[config.mk]
export PLATFORM = sky130hd
export DESIGN_NAME = lsu_ctrl
export DESIGN_NICKNAME = d
export VERILOG_FILES = /design/src/rtl/lsu_pkg.sv /design/src/rtl/load_align.sv /design/src/rtl/lsu_ctrl.sv
export SDC_FILE = /design/constraint.sdc
export NUM_CORES = 1
export LEC_CHECK = 0
export CORE_MARGIN = 5
export CORE_UTILIZATION = 45
export CTS_CLUSTER_SIZE = 8
export DETAILED_ROUTE_END_ITERATION = 8
export GPL_TIMING_DRIVEN = 1
export PLACE_DENSITY = 0.89
export SETUP_SLACK_MARGIN = 0.5
export SKIP_CTS_REPAIR_TIMING = 1
export SLEW_MARGIN = 20
export SYNTH_ARGS = -nofsm -noshare
export SYNTH_HDL_FRONTEND = slang
export SYNTH_SLANG_ARGS = --single-unit
[constraint.sdc]
create_clock -name clk -period 3.65 [get_ports clk]
set_clock_uncertainty 0.15 [all_clocks]
set_input_delay 0.73 -clock clk [delete_from_list [all_inputs] [get_ports clk]]
set_output_delay 0.73 -clock clk [all_outputs]
set_load 0.01 [all_outputs]
[src/rtl/lsu_pkg.sv]
// Shared types and helpers for the load/store sequencer: FSM states, RV32I
// funct3 encodings, byte-lane strobe generation and access legality.
package lsu_pkg;

  typedef enum logic [1:0] {
    S_IDLE = 2'd0,
    S_BUSY = 2'd1,
    S_DONE = 2'd2
  } state_e;

  localparam logic [2:0] F3_B  = 3'd0;
  localparam logic [2:0] F3_H  = 3'd1;
  localparam logic [2:0] F3_W  = 3'd2;
  localparam logic [2:0] F3_BU = 3'd4;
  localparam logic [2:0] F3_HU = 3'd5;

  function automatic logic [3:0] byte_lanes(input logic [1:0] size, input logic [1:0] off);
    case (size)
      2'b00:   return 4'b0001 << off;
      2'b01:   return 4'b0011 << {off[1], 1'b0};
      default: return 4'b1111;
    endcase
  endfunction

  // Unsigned variants only exist for loads; size must also be naturally aligned.
  function automatic logic access_ok(input logic is_store, input logic [2:0] f3,
                                     input logic [1:0] off);
    case (f3)
      F3_B:         return 1'b1;
      F3_H:         return !off[0];
      F3_W:         return off == 2'b00;
      F3_BU:        return !is_store;
      F3_HU:        return !is_store && !off[0];
      default:      return 1'b0;
    endcase
  endfunction

endpackage

[src/rtl/load_align.sv]
// Combinational load extraction: selects the byte/half lane from the read word
// and sign- or zero-extends it according to funct3. Zero latency, no handshake.
module load_align
  import lsu_pkg::*;
(
  input  logic [31:0] rdata_i,
  input  logic [1:0]  off_i,
  input  logic [2:0]  funct3_i,
  output logic [31:0] data_o
);

  logic [7:0]  byte_sel;
  logic [15:0] half_sel;

  always_comb begin
    byte_sel = rdata_i[{off_i, 3'b000} +: 8];
    half_sel = off_i[1] ? rdata_i[31:16] : rdata_i[15:0];
    case (funct3_i)
      F3_B:    data_o = {{24{byte_sel[7]}}, byte_sel};
      F3_H:    data_o = {{16{half_sel[15]}}, half_sel};
      F3_BU:   data_o = {24'd0, byte_sel};
      F3_HU:   data_o = {16'd0, half_sel};
      default: data_o = rdata_i;
    endcase
  end

endmodule

[src/rtl/lsu_ctrl.sv]
// Load/store sequencer: one outstanding req/ack memory access, stall held from accept to ack.
// Latency >= 2 stall cycles (accept, then ack in BUSY); bus timeout after TIMEOUT cycles without ack.
module lsu_ctrl
  import lsu_pkg::*;
#(
  parameter int unsigned TIMEOUT = 16
) (
  input  logic        clk,
  input  logic        rst,
  input  logic        read_enable,
  input  logic        write_enable,
  input  logic [2:0]  funct3,
  input  logic [31:0] addr,
  input  logic [31:0] store_data,
  output logic        mem_req,
  output logic        mem_we,
  output logic [31:0] mem_addr,
  output logic [31:0] mem_wdata,
  output logic [3:0]  mem_wstrb,
  input  logic        mem_ack,
  input  logic [31:0] mem_rdata,
  output logic [31:0] load_data,
  output logic        load_valid,
  output logic        stall,
  output logic        misaligned,
  output logic        bus_error
);

  localparam int CW = $clog2(TIMEOUT + 1);

  state_e      state_q, state_d;
  logic [CW-1:0] cnt_q, cnt_d;
  logic        req_q, req_d, we_q, we_d;
  logic [31:0] addr_q, addr_d, wdata_q, wdata_d, ldata_q, ldata_d;
  logic [3:0]  wstrb_q, wstrb_d;
  logic [2:0]  f3_q, f3_d;
  logic [1:0]  off_q, off_d;
  logic        lvld_q, lvld_d, mis_q, mis_d, berr_q, berr_d;
  logic        access, legal;
  logic [31:0] aligned, steered;

  load_align u_align (
    .rdata_i  (mem_rdata),
    .off_i    (off_q),
    .funct3_i (f3_q),
    .data_o   (aligned)
  );

  assign access = read_enable | write_enable;
  assign legal  = access_ok(write_enable, funct3, addr[1:0]);

  always_comb begin
    case (funct3[1:0])
      2'b00:   steered = {4{store_data[7:0]}};
      2'b01:   steered = {2{store_data[15:0]}};
      default: steered = store_data;
    endcase
  end

  always_comb begin
    state_d = state_q;
    cnt_d   = cnt_q;
    req_d   = req_q;
    we_d    = we_q;
    addr_d  = addr_q;
    wdata_d = wdata_q;
    wstrb_d = wstrb_q;
    f3_d    = f3_q;
    off_d   = off_q;
    ldata_d = ldata_q;
    lvld_d  = 1'b0;
    mis_d   = 1'b0;
    berr_d  = 1'b0;
    case (state_q)
      S_IDLE: begin
        if (access && legal) begin
          req_d   = 1'b1;
          we_d    = write_enable;
          addr_d  = {addr[31:2], 2'b00};
          wdata_d = write_enable ? steered : 32'd0;
          wstrb_d = write_enable ? byte_lanes(funct3[1:0], addr[1:0]) : 4'd0;
          f3_d    = funct3;
          off_d   = addr[1:0];
          cnt_d   = '0;
          state_d = S_BUSY;
        end else if (access) begin
          mis_d = 1'b1;
        end
      end
      S_BUSY: begin
        // Ack is checked first so an ack on the final counted cycle still completes cleanly.
        if (mem_ack) begin
          req_d   = 1'b0;
          state_d = S_DONE;
          if (!we_q) begin
            ldata_d = aligned;
            lvld_d  = 1'b1;
          end
        end else if (cnt_q == CW'(TIMEOUT - 1)) begin
          req_d   = 1'b0;
          berr_d  = 1'b1;
          ldata_d = 32'd0;
          lvld_d  = !we_q;
          state_d = S_DONE;
        end else begin
          cnt_d = cnt_q + 1'b1;
        end
      end
      default: state_d = S_IDLE;
    endcase
  end

  always_ff @(posedge clk) begin
    if (rst) begin
      state_q <= S_IDLE;
      cnt_q   <= '0;
      req_q   <= 1'b0;
      we_q    <= 1'b0;
      addr_q  <= 32'd0;
      wdata_q <= 32'd0;
      wstrb_q <= 4'd0;
      f3_q    <= 3'd0;
      off_q   <= 2'd0;
      ldata_q <= 32'd0;
      lvld_q  <= 1'b0;
      mis_q   <= 1'b0;
      berr_q  <= 1'b0;
    end else begin
      state_q <= state_d;
      cnt_q   <= cnt_d;
      req_q   <= req_d;
      we_q    <= we_d;
      addr_q  <= addr_d;
      wdata_q <= wdata_d;
      wstrb_q <= wstrb_d;
      f3_q    <= f3_d;
      off_q   <= off_d;
      ldata_q <= ldata_d;
      lvld_q  <= lvld_d;
      mis_q   <= mis_d;
      berr_q  <= berr_d;
    end
  end

  assign stall      = !rst && ((state_q == S_IDLE && access && legal) || state_q == S_BUSY);
  assign mem_req    = req_q;
  assign mem_we     = we_q;
  assign mem_addr   = addr_q;
  assign mem_wdata  = wdata_q;
  assign mem_wstrb  = wstrb_q;
  assign load_data  = ldata_q;
  assign load_valid = lvld_q;
  assign misaligned = mis_q;
  assign bus_error  = berr_q;

endmodule

# ---- Yosys cells after proc, flatten, opt, wreduce, memory -nomap -nowiden
# Cells that the tools add are included.
dict set report totals {
  out_inout_bits 106
  word_cells 87
  regBits 115
}
dict set report op_classes {
  bitwise 3
  eq_ne 15
  add_sub_neg 1
  muxes 27
  reduce_logical 25
  shift 3
}
# op count
set op_table {}
lappend op_table {{two-way mux 32 bit} 4}
lappend op_table {{case mux 32 bit (4 select lines)} 1}
lappend op_table {{case mux 32 bit (2 select lines)} 1}
lappend op_table {{variable part select 32 x 6 -> 8 bit} 1}
lappend op_table {{two-way mux 16 bit} 1}
lappend op_table {{two-way mux 5 bit} 3}
lappend op_table {{== test 3 bit, second input constant} 4}
lappend op_table {{case mux 5 bit (2 select lines)} 1}
lappend op_table {{two-way mux 1 bit} 8}
lappend op_table {{inequality test 2 bit, second input constant} 4}
lappend op_table {{case mux 4 bit (2 select lines)} 1}
lappend op_table {{== test 3 x 1 -> 1 bit, second input constant} 2}
lappend op_table {{logical NOT 2 bit} 3}
lappend op_table {{logical NOT 3 bit} 2}
lappend op_table {{two-way mux 2 bit} 3}
lappend op_table {{AND reduction 3 bit} 2}
lappend op_table {{OR reduction 3 bit} 2}
lappend op_table {{adder 5 x 1 -> 5 bit, second input constant} 1}
lappend op_table {{== test 5 x 4 -> 1 bit, second input constant} 1}
lappend op_table {{logical AND 1 bit} 5}
lappend op_table {{case mux 1 bit (5 select lines)} 1}
lappend op_table {{== test 2 x 1 -> 1 bit, second input constant} 2}
lappend op_table {{logical NOT 1 bit} 4}
lappend op_table {{two-way mux 4 bit} 1}
lappend op_table {{13 further kinds} 16}

# ---- Depth between registers and ports, before layout
# Gate-level depths: netlist of the first run.
dict set report depth {
  word_depth 6
  depth_mapped 8
  depth_no_buf 7
}

# ---- Modules after synthesis
# A second synthesis of the first run with hierarchy kept.
dict set report hier_totals {
  hier_cells 698
  hier_area_um2 5572.8
}
# module area_per_inst_um2 instances cells_per_inst seq_area_each_um2
set by_module_without_submodules {}
lappend by_module_without_submodules {lsu_ctrl 4812.1 1 580 2302.2}
lappend by_module_without_submodules {load_align 760.7 1 118 0.0}

# ---- Worst setup path after synthesis of the first run
# No wires, ideal clock.
dict set report synth_path {
  path_type {input port to output port}
  start {in funct3[0]}
  end {out stall}
  stages 6
  arrival_ns 2.202
  path_slack_ns 0.568
  n_path_buf 3
  cell_sequence {clkbuf_1 -> or4_4 -> a2111oi_4 -> buf_4 -> buf_4 -> o21bai_1}
}
dict set report synth_between {
  elab_chain_cells 5
  elab_cells_between_ends 9
}
# element line
set synth_lines {}
lappend synth_lines {{start: declaration} lsu_ctrl.sv:12} ;# input logic [2:0] funct3,
lappend synth_lines {{== test 3 bit, or another cell as far along} lsu_pkg.sv:28} ;# case (f3)
lappend synth_lines {{case mux 1 bit (5 select lines) *} lsu_pkg.sv:28}
lappend synth_lines {{logical AND 1 bit *} lsu_ctrl.sv:145} ;# assign stall = !rst && ((state_q == S_IDLE && access && legal) || state_q == S_BUSY);
lappend synth_lines {{logical OR 1 bit *} lsu_ctrl.sv:145}
lappend synth_lines {{logical AND 1 bit *} lsu_ctrl.sv:145}
lappend synth_lines {{end: declaration} lsu_ctrl.sv:24} ;# output logic stall,
# Mark *: on every way between the ends. The rest lies on a longest branch, timed or not.

# ---- Final worst setup path of the first run
dict set report layout_path {
  start {in funct3[1]}
  end {out stall}
}
# The elaborated chain is that of the path after synthesis.

==> results of run 1 <==
-- logic make-up after synthesis --
logic type,Yosys count,synth area share
AO/OA/AOI/OAI,169,0.2753
flip-flops,115,0.4842
AND/OR/NAND/NOR,103,0.1153
buffers and inverters,47,0.04526
multiplexers,31,0.06842
XOR/XNOR,3,0.005527
adder cells (fa/ha/maj),2,0.005262
other,1,0.0007887
-- routing by layer --
metal,global-route usage,wire length [um]
met5,0,0
met4,0.08173,248
met3,0.09679,1567
met2,0.4076,7803
met1,0.2694,6053
-- placed cells by master, fill, tap and decap left out, types with 7 or more instances in the layout --
cell	count
clkdlybuf4s50_1	201
dfxtp_1	115
a22o_1	67
o2bb2ai_1	34
o21ai_0	31
nand2_1	28
mux2i_1	28
nand2b_1	23
clkbuf_16	16
nor2_1	14
a21oi_1	13
buf_4	13
nor2b_1	8
or3_1	8
a31oi_1	7
-- cell type report --
class	instances	area (sq um)	area share
well taps	136	170.2	0.02260
repair buffers	223	2236	0.2969
multi-input cells	310	2252	0.2991
clock inverters	11	113.9	0.01512
clock buffers	19	431.7	0.05732
diodes	1	2.502	0.0003323
inverters	6	22.52	0.002991
flip-flops and latches	115	2302	0.3057
-- critical path: stages --
cell	delay [ns]
clkdlybuf4s50_1	0.42
a221o_1	0.33
a2111oi_4	0.40
o21bai_1	0.16
buf_2	0.15
-- worst min-delay path by stage --
stage	slack, ns	end	cells past startpoint	start
5_1_grt	0.33	load_data[5]	1	load_data[5]
4_1_cts	0.32	load_data[2]	1	load_data[2]
3_5_place_dp	0.30	mem_wstrb[2]	1	mem_wstrb[2]
6_report	0.31	load_data[10]	1	load_data[10]
3_3_place_gp	0.30	load_data[6]	1	load_data[6]
2_1_floorplan	0.31	cnt_q[1]	2	cnt_q[1]
-- through the flow --
step,worst slack [ns],TNS [ns],instance area (sq um),hold slack (ns),total power (uW)
2_1_floorplan,0.5677,0,4758,0.3054,1590
3_3_place_gp,-0.02232,-0.02232,6937,0.2953,1864
3_5_place_dp,-0.08040,-0.08040,6937,0.2958,1877
4_1_cts,-0.08876,-0.08876,7482,0.3161,3411
5_1_grt,0.4950,0,7528,0.3337,3527
6_report,0.5822,0,7531,0.3140,3392
-- power by group --
part           switching, uW  total [uW]  internal (uW)
Sequential              46.5        1360           1310
Clock                    557        1530            972
Combinational            217         502            286
-- sequential cells by signal, summed over array words and instances (netlist names), 2 cells and up --
signal	count
cnt_q	5
mem_wstrb	4
mem_addr	30
state_q	2
f3_q	3
off_q	2
load_data	32
mem_wdata	32
==> flow_metrics.py, run 1 <==
metrics = {
    "global_route": {
        "track_usage": 0.2384,
        "grt_pass1_wl_mm": 24.34,
        "grt_overflow_total": 0,
        "grt_pass1_vias": 4762,
        "grt_max_degree": 43,
        "antenna_found_initial": 1,
    },
    "synthesis": {
        "synth_edf_count": 0,
        "ys_seq_area_frac": 0.4842,
        "synth_cells": 471,
        "postSynthAreaPerCell_sq_um": 10.09,
        "yosysMostFrequentCell": "dfxtp_1",
        "synth_top_area_share": 0.4842,
        "yosysTopAreaCell": "dfxtp_1",
        "synth_area_sq_um": 4755,
        "async_reset_ff_frac": 0,
        "yosys-top-cells-count": "dfxtp_1 (115), a22o_1 (67), o2bb2ai_1 (34)",
        "ys_seq_elements": 115,
        "synth.area.top_cells": "dfxtp_1 (48%), a22o_1 (12%), o2bb2ai_1 (6.3%)",
        "synthFlopType": "dfxtp_1",
        "netlist-cell-type-count": 47,
        "yosysWarningCount": 0,
    },
    "floorplanning": {
        "initial_core_util": 0.4606,
        "die_w_um": 112.8,
        "die_y_um": 112.8,
        "row_count": 37,
        "io_pins": 210,
        "dieArea_sq_um": 12720,
        "coreArea_sq_um": 10320,
    },
    "detailed_routing": {
        "drc": 0,
        "routedWlPerCell_um": 19.09,
        "dr.pass1.iters": 5,
        "ant_nets": 0,
        "wl_mm": 15.67,
        "vias": 4633,
        "dr.first_iter.drc_count": 283,
        "avgViaCountPerCell": 5.643,
    },
    "placed_design": {
        "routabilityCongestion": 0.8761,
        "placed_cells": 788,
        "dpl.hpwl_mm": 11.44,
        "port_buffers": 207,
    },
    "layout": {
        "fillers": 707,
        "syn_to_final_growth_pct": 58.39,
        "fin_cells": 821,
        "fin_util": 0.7295,
        "fin_nets": 779,
        "drive_gt1_frac": 0.08333,
    },
    "sta": {
        "rsz0062_at_grt": "no",
        "slew_violations": 0,
        "period_share": 0.8405,
        "relSlewSlack": 0.2465,
        "setup_viol": 0,
        "finalHoldViolCount": 0,
        "worst_pin_slew_ns": 1.130,
        "period_needed_ns": 3.068,
        "fmax_ghz": 0.3260,
    },
    "power_and_ir_drop": {
        "power_density_nw_per_um2": 450.4,
        "leakage_uw": 0.002853,
        "ir_drop_mv": 0.3125,
    },
    "cts": {
        "cts_tree": "done",
        "cts.sinks": 115,
        "clk_path_buf_depth": 2,
        "cts_max_level": 4,
        "numCtsBuffers": 17,
        "ctsRootBufferMaster": "clkbuf_8",
        "clk_pin_slew_ns": 0.05,
        "clk_latency_ns": 0.50,
    },
    "status": {
        "status": "finished clean",
    },
    "worst_setup_path": {
        "crit_type": "input port to output port",
        "critPathLaunch": "funct3[1]",
        "cp.required_ns": 2.77,
        "r2r_end": "load_data[22]",
        "worst_setup_path_end_kind": "output port",
        "endpoint": "stall",
        "critPathArrivalTime_ns": 2.19,
        "reg2regPathDepth": 7,
        "worstSetupStartpointType": "input port",
        "cp_max_fo": 2,
        "r2r-start": "cnt_q[0]",
        "reg2reg_slack_ns": 1.05,
    },
    "hold_path": {
        "hold_class": "flip-flop to flip-flop",
    },
    "run": {
        "max-cap-violations": 0,
    },
}
Note: power is estimated with default switching activity, not from simulation.
==> run 2: changes to the inputs <==
CORE_UTILIZATION = 42   (was 45)
PLACE_DENSITY = 0.84   (was 0.89)
clock period = 3.15 ns   (was 3.65 ns; I/O delays follow)
==> flow_metrics.py, run 2 (same netlist as run 1, synthesis figures left out) <==
metrics = {
    "sta": {
        "relSlewSlack": 0.4152,
        "slew_violations": 0,
        "period_needed_ns": 2.731,
        "finalWorstSetupSlack_ns": 0.4185,
        "rsz0062_at_grt": "yes",
        "finalHoldViolCount": 0,
        "fin_hold_ws_ns": 0.3103,
        "setup_viol": 0,
        "fmax_ghz": 0.3661,
        "worst_pin_slew_ns": 0.8739,
        "period_share": 0.8671,
    },
    "layout": {
        "final_common_cell": "clkdlybuf4s50_1",
        "fin_nets": 785,
        "layout_common_cells": "clkdlybuf4s50_1 (200), dfxtp_1 (115), a22o_1 (67), o2bb2ai_1 (34), o21ai_0 (31)",
        "drive_gt1_frac": 0.1012,
        "syn_to_final_growth_pct": 61.39,
        "diodes": 0,
        "fin_cells": 832,
    },
    "worst_setup_path": {
        "crit_type": "input port to output port",
        "worstSetupStartpointType": "input port",
        "reg2regPathDepth": 5,
        "reg2reg_slack_ns": 0.90,
        "critPathArrivalTime_ns": 1.95,
        "endpoint": "stall",
        "r2r-start": "off_q[1]",
        "r2r_end": "load_data[31]",
        "cp.required_ns": 2.37,
        "worst_setup_path_end_kind": "output port",
        "cp_max_fo": 2,
        "critPathLaunch": "funct3[0]",
    },
    "detailed_routing": {
        "dr.pass1.iters": 5,
        "routedWlPerCell_um": 18.27,
        "ant_nets": 0,
        "drc": 0,
        "dr.first_iter.drc_count": 282,
        "avgViaCountPerCell": 5.416,
        "vias": 4506,
        "wl_mm": 15.20,
    },
    "power_and_ir_drop": {
        "power_density_nw_per_um2": 548.7,
        "power_uw": 4210,
        "clkPwrFrac": 0.487,
        "p_int_uw": 3258,
        "ir_drop_mv": 0.3751,
        "swShare": 0.2262,
        "combPwrFrac": 0.140,
        "leakage_uw": 0.002919,
        "seqPwrFrac": 0.373,
        "power.switching_uw": 952.5,
    },
    "cts": {
        "numCtsBuffers": 17,
        "cts.sinks": 115,
        "cts_max_level": 4,
        "clk_pin_slew_ns": 0.05,
        "clk_latency_ns": 0.41,
        "clk_path_buf_depth": 2,
        "cts_tree": "done",
        "ctsRootBufferMaster": "clkbuf_16",
    },
    "placed_design": {
        "dpl.hpwl_mm": 11.19,
        "placed_cells": 799,
        "routabilityCongestion": 0.9166,
        "dp_slack_ns": -0.3189,
        "port_buffers": 207,
    },
    "floorplanning": {
        "dieArea_sq_um": 13550,
        "initial_core_util": 0.4329,
        "io_pins": 210,
        "die_y_um": 116.4,
        "die_w_um": 116.4,
        "coreArea_sq_um": 10980,
        "row_count": 38,
    },
    "status": {
        "status": "finished clean",
    },
    "global_route": {
        "grt_pass1_vias": 4624,
        "track_usage": 0.2253,
        "grt_max_degree": 41,
        "antenna_found_initial": 0,
        "grt_pass1_wl_mm": 23.65,
        "grt_overflow_total": 0,
    },
    "hold_path": {
        "hold_class": "flip-flop to flip-flop",
    },
    "run": {
        "max-cap-violations": 0,
    },
}
-- run 2: changes by cell type in the layout (fill, tap and decap cells not counted), sizes merged --
cell           delta
clkinvlp          -1
dlymetal6s2s      -2
clkdlybuf4s50     -1
clkinv            -2
clkbuf            +4
diode             -1
bufinv            +2
buf               +8
-- run 2: cell type report --
class                           instances  area, sq um
Fill cell                             807         3309
Sequential cell                       115         2302
Timing Repair Buffer                  229         2272
Multi-Input combinational cell        310         2265
Clock buffer                           22        484.2
Tap cell                              140        175.2
Clock inverter                         10        152.6
Inverter                                6        22.52
-- run 2: power groups by stage --
stage	registers (uW)	logic (uW)	clock network (uW)
floorplan	1610	231	0
global placement	1600	574	0
detailed placement	1600	586	0
CTS	1570	591	2080
global route	1580	634	2150
finish	1570	589	2050
-- run 2: critical path, stage by stage --
cell and delay [ns]:
buf_8 0.09, or4_4 0.55, a2111oi_4 0.38, o21bai_4 0.18, buf_6 0.12
-- run 2: through the flow --
| stage | utilization | setup TNS [ns] | instance area [sq um] |
|---|---|---|---|
| detailed placement | 0.6390 | -0.3189 | 7018 |
| finish | 0.6987 | 0 | 7674 |
| floorplan | - | 0 | 4775 |
| CTS | 0.6970 | -0.3227 | 7655 |
| global route | 0.6987 | 0 | 7674 |
| global placement | 0.6390 | -0.2755 | 7018 |
-- run 2: layer usage --
layer / GRT usage / vias to the layer above / routed length, um
met5: 0 / - / 0
met4: 0.08198 / 0 / 399
met3: 0.1104 / 33 / 1766
met2: 0.3635 / 208 / 7166
met1: 0.2593 / 2096 / 5868
li1: - / 2169 / -
-- run 2: worst min-delay path by stage --
stage / cells after the start / startpoint / endpoint
floorplan: 2 / cnt_q[1] / cnt_q[1]
global placement: 1 / mem_wdata[14] / mem_wdata[14]
detailed placement: 1 / mem_wstrb[3] / mem_wstrb[3]
CTS: 1 / mem_wstrb[0] / mem_wstrb[0]
global route: 1 / load_data[11] / load_data[11]
finish: 1 / mem_wstrb[0] / mem_wstrb[0]
